==> src/rtl/lsu_pkg.sv <==
// Shared definitions for the MEM-stage load/store unit: RV32I funct3 width
// codes, FSM state encoding and small decode helpers.
package lsu_pkg;

   localparam logic [2:0] LSU_B  = 3'b000;
   localparam logic [2:0] LSU_H  = 3'b001;
   localparam logic [2:0] LSU_W  = 3'b010;
   localparam logic [2:0] LSU_BU = 3'b100;
   localparam logic [2:0] LSU_HU = 3'b101;

   typedef enum logic [2:0] {
      ST_IDLE   = 3'd0,
      ST_LOAD   = 3'd1,
      ST_STORE  = 3'd2,
      ST_RMW_RD = 3'd3,
      ST_RMW_WR = 3'd4,
      ST_RESP   = 3'd5
   } lsu_state_t;

   // Access size in bytes; only meaningful for legal funct3 codes.
   function automatic logic [2:0] lsu_size(input logic [2:0] f3);
      case (f3[1:0])
         2'b00:   lsu_size = 3'd1;
         2'b01:   lsu_size = 3'd2;
         default: lsu_size = 3'd4;
      endcase
   endfunction

   function automatic logic lsu_f3_legal(input logic we, input logic [2:0] f3);
      if (we) begin
         lsu_f3_legal = (f3 == LSU_B) || (f3 == LSU_H) || (f3 == LSU_W);
      end else begin
         lsu_f3_legal = (f3 == LSU_B) || (f3 == LSU_H) || (f3 == LSU_W) ||
                        (f3 == LSU_BU) || (f3 == LSU_HU);
      end
   endfunction

endpackage

==> src/rtl/lsu_align.sv <==
// Byte-lane logic: extracts and extends load data from a memory word, and
// merges sub-word store data into an old word for read-modify-write.
module lsu_align
   import lsu_pkg::*;
#(
   parameter int XLEN = 32
) (
   input  logic [XLEN-1:0] ld_word,
   input  logic [1:0]      off,
   input  logic [2:0]      f3,
   input  logic [XLEN-1:0] st_old,
   input  logic [XLEN-1:0] st_wdata,
   output logic [XLEN-1:0] ld_data,
   output logic [XLEN-1:0] st_word
);

   logic [XLEN-1:0] shifted;

   always_comb begin : load_extract
      shifted = ld_word >> {off, 3'b000};
      case (f3)
         LSU_B:   ld_data = {{(XLEN-8){shifted[7]}}, shifted[7:0]};
         LSU_H:   ld_data = {{(XLEN-16){shifted[15]}}, shifted[15:0]};
         LSU_BU:  ld_data = {{(XLEN-8){1'b0}}, shifted[7:0]};
         LSU_HU:  ld_data = {{(XLEN-16){1'b0}}, shifted[15:0]};
         default: ld_data = shifted;
      endcase
   end

   // Halfword lane is chosen by off[1] alone; alignment was enforced upstream.
   always_comb begin : store_merge
      st_word = st_old;
      case (f3[1:0])
         2'b00:   st_word[{off, 3'b000} +: 8]         = st_wdata[7:0];
         2'b01:   st_word[{off[1], 4'b0000} +: 16]    = st_wdata[15:0];
         default: st_word                             = st_wdata;
      endcase
   end

endmodule

==> src/rtl/load_store_unit.sv <==
// MEM-stage load/store unit driving a word-wide data memory without byte
// enables; sub-word stores go through a read-modify-write sequence.
module load_store_unit
   import lsu_pkg::*;
#(
   parameter int XLEN      = 32,
   parameter int MEM_BYTES = 1024
) (
   input  logic            clk,
   input  logic            rst_n,
   input  logic            req_valid,
   output logic            req_ready,
   input  logic            req_we,
   input  logic [2:0]      req_funct3,
   input  logic [XLEN-1:0] req_addr,
   input  logic [XLEN-1:0] req_wdata,
   output logic            resp_valid,
   output logic [XLEN-1:0] resp_rdata,
   output logic            resp_misaligned,
   output logic            resp_illegal,
   output logic            resp_fault,
   output logic            MemWrite,
   output logic            MemRead,
   output logic [XLEN-1:0] mem_addr,
   output logic [XLEN-1:0] mem_wdata,
   input  logic [XLEN-1:0] mem_rdata,
   output lsu_state_t      dbg_state
);

   // Handshake: a request transfers on a rising edge where req_valid and
   // req_ready are both 1; req_ready is 1 only in IDLE, and the core holds
   // every request field stable until that edge. resp_valid is a single-cycle
   // pulse carrying rdata and the error flags.

   lsu_state_t      state_q, state_d;
   logic [2:0]      f3_q, f3_d;
   logic [XLEN-1:0] addr_q, addr_d;
   logic [XLEN-1:0] wdata_q, wdata_d;
   logic [XLEN-1:0] old_q, old_d;
   logic [XLEN-1:0] rdata_q, rdata_d;
   logic            mis_q, mis_d;
   logic            ill_q, ill_d;
   logic            flt_q, flt_d;

   logic [2:0]      acc_size;
   logic [XLEN:0]   last_byte;
   logic            acc_ill, acc_mis, acc_flt;
   logic [XLEN-1:0] ld_data, st_word;

   // Extra top bit keeps the end-of-access sum from wrapping near 2^XLEN.
   always_comb begin : accept_checks
      acc_size  = lsu_size(req_funct3);
      last_byte = {1'b0, req_addr} + (XLEN+1)'(acc_size) - (XLEN+1)'(1);
      acc_ill   = !lsu_f3_legal(req_we, req_funct3);
      acc_mis   = !acc_ill &&
                  (((acc_size == 3'd2) && req_addr[0]) ||
                   ((acc_size == 3'd4) && (req_addr[1:0] != 2'b00)));
      acc_flt   = !acc_ill && !acc_mis && (last_byte >= (XLEN+1)'(MEM_BYTES));
   end

   lsu_align #(.XLEN(XLEN)) u_align (
      .ld_word  (mem_rdata),
      .off      (addr_q[1:0]),
      .f3       (f3_q),
      .st_old   (old_q),
      .st_wdata (wdata_q),
      .ld_data  (ld_data),
      .st_word  (st_word)
   );

   always_comb begin : fsm_next
      state_d         = state_q;
      f3_d            = f3_q;
      addr_d          = addr_q;
      wdata_d         = wdata_q;
      old_d           = old_q;
      rdata_d         = rdata_q;
      mis_d           = mis_q;
      ill_d           = ill_q;
      flt_d           = flt_q;
      req_ready       = 1'b0;
      resp_valid      = 1'b0;
      resp_rdata      = '0;
      resp_misaligned = 1'b0;
      resp_illegal    = 1'b0;
      resp_fault      = 1'b0;
      MemRead         = 1'b0;
      MemWrite        = 1'b0;
      mem_wdata       = '0;

      case (state_q)
         ST_IDLE: begin
            req_ready = 1'b1;
            if (req_valid) begin
               f3_d    = req_funct3;
               addr_d  = req_addr;
               wdata_d = req_wdata;
               rdata_d = '0;
               ill_d   = acc_ill;
               mis_d   = acc_mis;
               flt_d   = acc_flt;
               if (acc_ill || acc_mis || acc_flt) begin
                  state_d = ST_RESP;
               end else if (!req_we) begin
                  state_d = ST_LOAD;
               end else if (req_funct3 == LSU_W) begin
                  state_d = ST_STORE;
               end else begin
                  state_d = ST_RMW_RD;
               end
            end
         end
         ST_LOAD: begin
            MemRead = 1'b1;
            rdata_d = ld_data;
            state_d = ST_RESP;
         end
         ST_STORE: begin
            MemWrite  = 1'b1;
            mem_wdata = wdata_q;
            state_d   = ST_RESP;
         end
         ST_RMW_RD: begin
            MemRead = 1'b1;
            old_d   = mem_rdata;
            state_d = ST_RMW_WR;
         end
         ST_RMW_WR: begin
            MemWrite  = 1'b1;
            mem_wdata = st_word;
            state_d   = ST_RESP;
         end
         ST_RESP: begin
            resp_valid      = 1'b1;
            resp_rdata      = rdata_q;
            resp_misaligned = mis_q;
            resp_illegal    = ill_q;
            resp_fault      = flt_q;
            state_d         = ST_IDLE;
         end
         default: state_d = ST_IDLE;
      endcase
   end

   always_ff @(posedge clk or negedge rst_n) begin
      if (!rst_n) begin
         state_q <= ST_IDLE;
         f3_q    <= '0;
         addr_q  <= '0;
         wdata_q <= '0;
         old_q   <= '0;
         rdata_q <= '0;
         mis_q   <= 1'b0;
         ill_q   <= 1'b0;
         flt_q   <= 1'b0;
      end else begin
         state_q <= state_d;
         f3_q    <= f3_d;
         addr_q  <= addr_d;
         wdata_q <= wdata_d;
         old_q   <= old_d;
         rdata_q <= rdata_d;
         mis_q   <= mis_d;
         ill_q   <= ill_d;
         flt_q   <= flt_d;
      end
   end

   assign mem_addr  = {addr_q[XLEN-1:2], 2'b00};
   assign dbg_state = state_q;

endmodule
==> config.mk <==
export PLATFORM = sky130hd
export DESIGN_NAME = load_store_unit
export DESIGN_NICKNAME = d
export VERILOG_FILES = /design/src/rtl/lsu_pkg.sv /design/src/rtl/lsu_align.sv /design/src/rtl/load_store_unit.sv
export SDC_FILE = /design/constraint.sdc
export NUM_CORES = 1
export LEC_CHECK = 0
export ABC_AREA = 1
export CAP_MARGIN = 20
export CORE_UTILIZATION = 54
export DETAILED_ROUTE_END_ITERATION = 10
export PLACE_DENSITY = 0.82
export SLEW_MARGIN = 10
export SYNTH_ARGS = -nofsm -noshare
export SYNTH_HDL_FRONTEND = slang
export SYNTH_HIERARCHICAL = 1
export SYNTH_SLANG_ARGS = --single-unit
==> constraint.sdc <==
create_clock -name clk -period 5.25 [get_ports clk]
set_input_delay 1.3125 -clock clk [delete_from_list [all_inputs] [get_ports clk]]
set_output_delay 1.3125 -clock clk [all_outputs]
set_load 0.01 [all_outputs]
==> run_results.csv <==
group,metric,value,unit
status,outcome,"finished, final reports clean",
drt,postRouteWirelength,35200,µm
synthesis,async_flop_share,1.00,
critical_path,crit_required,3.94,ns
final_layout,antenna_cells,0,
die,die-area,20900,µm²
drt,drtIter0Drc,862,
final_layout,area.sequential,3430,µm²
synthesis,syn_inst,1806,
worst_hold_path,min_to,"old_q[0]$_DFFE_PN0P_",
power,ir_drop,0.290,mV
drt,wl_per_cell,15.8,µm
sta,hold_violations,0,
critical_path,rrSetupSlack,2.04,ns
critical_path,cp-start-kind,"register",
power,p_leak,7.25,nW
clocking,postCtsSetupRepairBufs,0,
synthesis,yosys.area.top_type,"dfrtp_1",
place,hpwl,27000,µm
die,die_y,144,µm
synthesis,synth_edf_count,0,
synthesis,yosys-top-cells-area,"dfrtp_1, nand2_1, inv_1",
sta,finalMaxSlewViolations,0,
clocking,cts_buffer_depth,2,
final_layout,mostFrequentLayoutCell,"nand2_1",
power,p_total,6.55,mW
place,portBuffers,206,
die,coreArea,19700,µm²
critical_path,cp_max_fo,30,
clocking,cts_root_buffer,"clkbuf_16",
synthesis,netlist_area,11000,µm²
worst_hold_path,hold_start,"old_q[0]$_DFFE_PN0P_",
synthesis,synth.distinct_cells,42,
sta,tns,0,ns
synthesis,ys.flop_type,"dfrtp_1",
worst_hold_path,hold_depth,2,
critical_path,path_class,"reg -> out",
global_route,grt_antenna_before_repair,0,
clocking,clkSinkCount,137,
sta,worst_pin_slew,1.07,ns
clocking,cts_tree,"yes",
power,powerDensity,482,nW/µm²
sta,hold_ws,0.486,ns
synthesis,synth_area_per_cell,6.07,µm²
clocking,cts-htree-levels,4,
critical_path,crit_arrival,3.49,ns
clocking,hold_buffers,0,
place,dpl_cell_area,12900,µm²
die,die_x,144,µm
critical_path,r2r_end,"dbg_state[2]$_DFFE_PN0P_",
die,initial_core_util,0.558,
clocking,cts-resized-gates,0,
sta,rsz0062_at_grt,"no",
sta,max_freq,0.208,GHz
final_layout,drive_gt1_frac,0.0428,
synthesis,ys_ff_latch,137,
clocking,path_clk_slew,0.06,ns
final_layout,final_area,13600,µm²
clocking,clock_latency,0.44,ns
global_route,grt_max_degree,63,
worst_hold_path,hp-class,"reg -> reg",
global_route,grt_pass1_vias,10978,
job,maxCapViolations,0,
final_layout,multi_input_area,5890,µm²
global_route,grt_use_total,0.343,
final_layout,layout_common_cells,"nand2_1, inv_1, clkdlybuf4s50_1",
sta,setup_violations,0,
critical_path,rr_worst_depth,7,
drt,vias,11768,
place,place_inst,2196,
sta,max_slew_margin,0.285,
sta,period_share,0.915,
final_layout,n_fill_cell,1802,
critical_path,endpoint_kind,"output pin",
synthesis,synth.yosys.seq_area_share,0.313,
synthesis,yosysWarnings,6,
die,ios,209,
drt,first_pass_iters,6,
drt,ant_nets,0,
final_layout,nets,2093,
global_route,grt_pass1_wl,54900,µm
synthesis,synth_top_area_share,0.313,
final_layout,syn2layout_area_growth,24.0,%
place,place_congestion,0.971,
die,rows,51,
drt,vias_per_cell,5.28,
clocking,cts-buffers-inserted,17,
global_route,grt_overflow,0,
final_layout,stdcell_count,2228,
sta,finClkSkew,0.0156,ns
critical_path,reg2reg_from,"dbg_state[2]$_DFFE_PN0P_",
sta,finalCriticalPeriod,4.81,ns
drt,route.detailed.drc,0,
[sequential cells by signal, summed over array words and instances, names as in the netlist]
signal / flops
addr_q: 32
dbg_state: 3
f3_q: 3
flt_q: 1
ill_q: 1
mis_q: 1
old_q: 32
rdata_q: 32
wdata_q: 32
[final cells by class]
class                      count  area share
clock buffer                  17      0.0313
clock inverter                15      0.0162
inverter                     300      0.0829
multi-input combinational   1274       0.433
sequential                   137       0.252
tap                          265      0.0244
timing repair buffer         220       0.160
[critical path: stages, from the launching register on]
cell,delay [ns]
dfrtp_1,0.39
inv_2,0.40
ha_1,0.47
clkinv_1,0.31
nor2_1,0.16
nand3_1,0.09
nand2_1,0.24
nand2_1,0.10
nand2_1,0.09
nand3_1,0.10
o21ai_0,0.15
clkdlybuf4s50_1,0.59
[how the worst max path moves through the flow]
| stage | startpoint | end | cells past startpoint |
|---|---|---|---|
| 2_1_floorplan | req_funct3[1] | dbg_state[0]$_DFFE_PN0P_ | 18 |
| 3_3_place_gp | req_funct3[1] | dbg_state[2]$_DFFE_PN0P_ | 19 |
| 3_5_place_dp | req_funct3[1] | dbg_state[2]$_DFFE_PN0P_ | 19 |
| 4_1_cts | addr_q[0]$_DFFE_PN0P_ | mem_wdata[0] | 11 |
| 5_1_grt | addr_q[0]$_DFFE_PN0P_ | mem_wdata[0] | 11 |
| 6_report | addr_q[0]$_DFFE_PN0P_ | mem_wdata[0] | 11 |
[synthesized netlist by cell type (2+ instances only)]
cell      number
xnor2_1        7
and2_1         6
buf_2         15
ha_1          39
clkbuf_1      39
nor3_1         8
nor2_2         9
nand2_2       10
o21ai_1        2
buf_4         35
buf_1          5
inv_1        293
nand3_1      168
o21ai_0      148
inv_2          4
nand3_2        2
nand4_1       10
clkinv_1       3
o211ai_1       9
a22oi_1        2
dfrtp_1      137
a21oi_1       33
nor2_1       150
nand3b_1       6
buf_6          2
nand2_1      646
nor2_4         3
[logic make-up (layout without fill, tap and decap cells)]
family                     count (synthesis)  count (layout)  share of synthesized area
AOI/OAI and AO/OA                        199             199                     0.0944
xor gates and xnor gates                   8               8                    0.00639
adders and majority gates                 40              40                     0.0464
buffers and inverters                    396             552                      0.151
DFF                                      137             137                      0.313
other                                      1               2                   0.000342
and+or+nand+nor                         1025            1025                      0.389
[metal layers]
layer	up-vias	GRT usage	part of all wire
li1	5817	-	-
met1	5371	0.407	0.40
met2	482	0.615	0.50
met3	98	0.0427	0.059
met4	0	0.157	0.042
met5	-	0	0
[per-stage QoR]
| step | setup slack [ns] | util |
|---|---|---|
| finish | 0.444 | 0.691 |
| global route | 0.285 | 0.691 |
| CTS | 0.513 | 0.691 |
| detailed placement | 0.801 | 0.659 |
| global placement | 0.844 | 0.659 |
| floorplan | 1.63 | - |
[power breakdown]
part | switching [mW] | total, mW | internal, mW
clock | 0.561 | 1.34 | 0.781
combinational | 2.17 | 3.54 | 1.37
sequential | 0.248 | 1.67 | 1.42
Power figures use the tool's default switching activity.
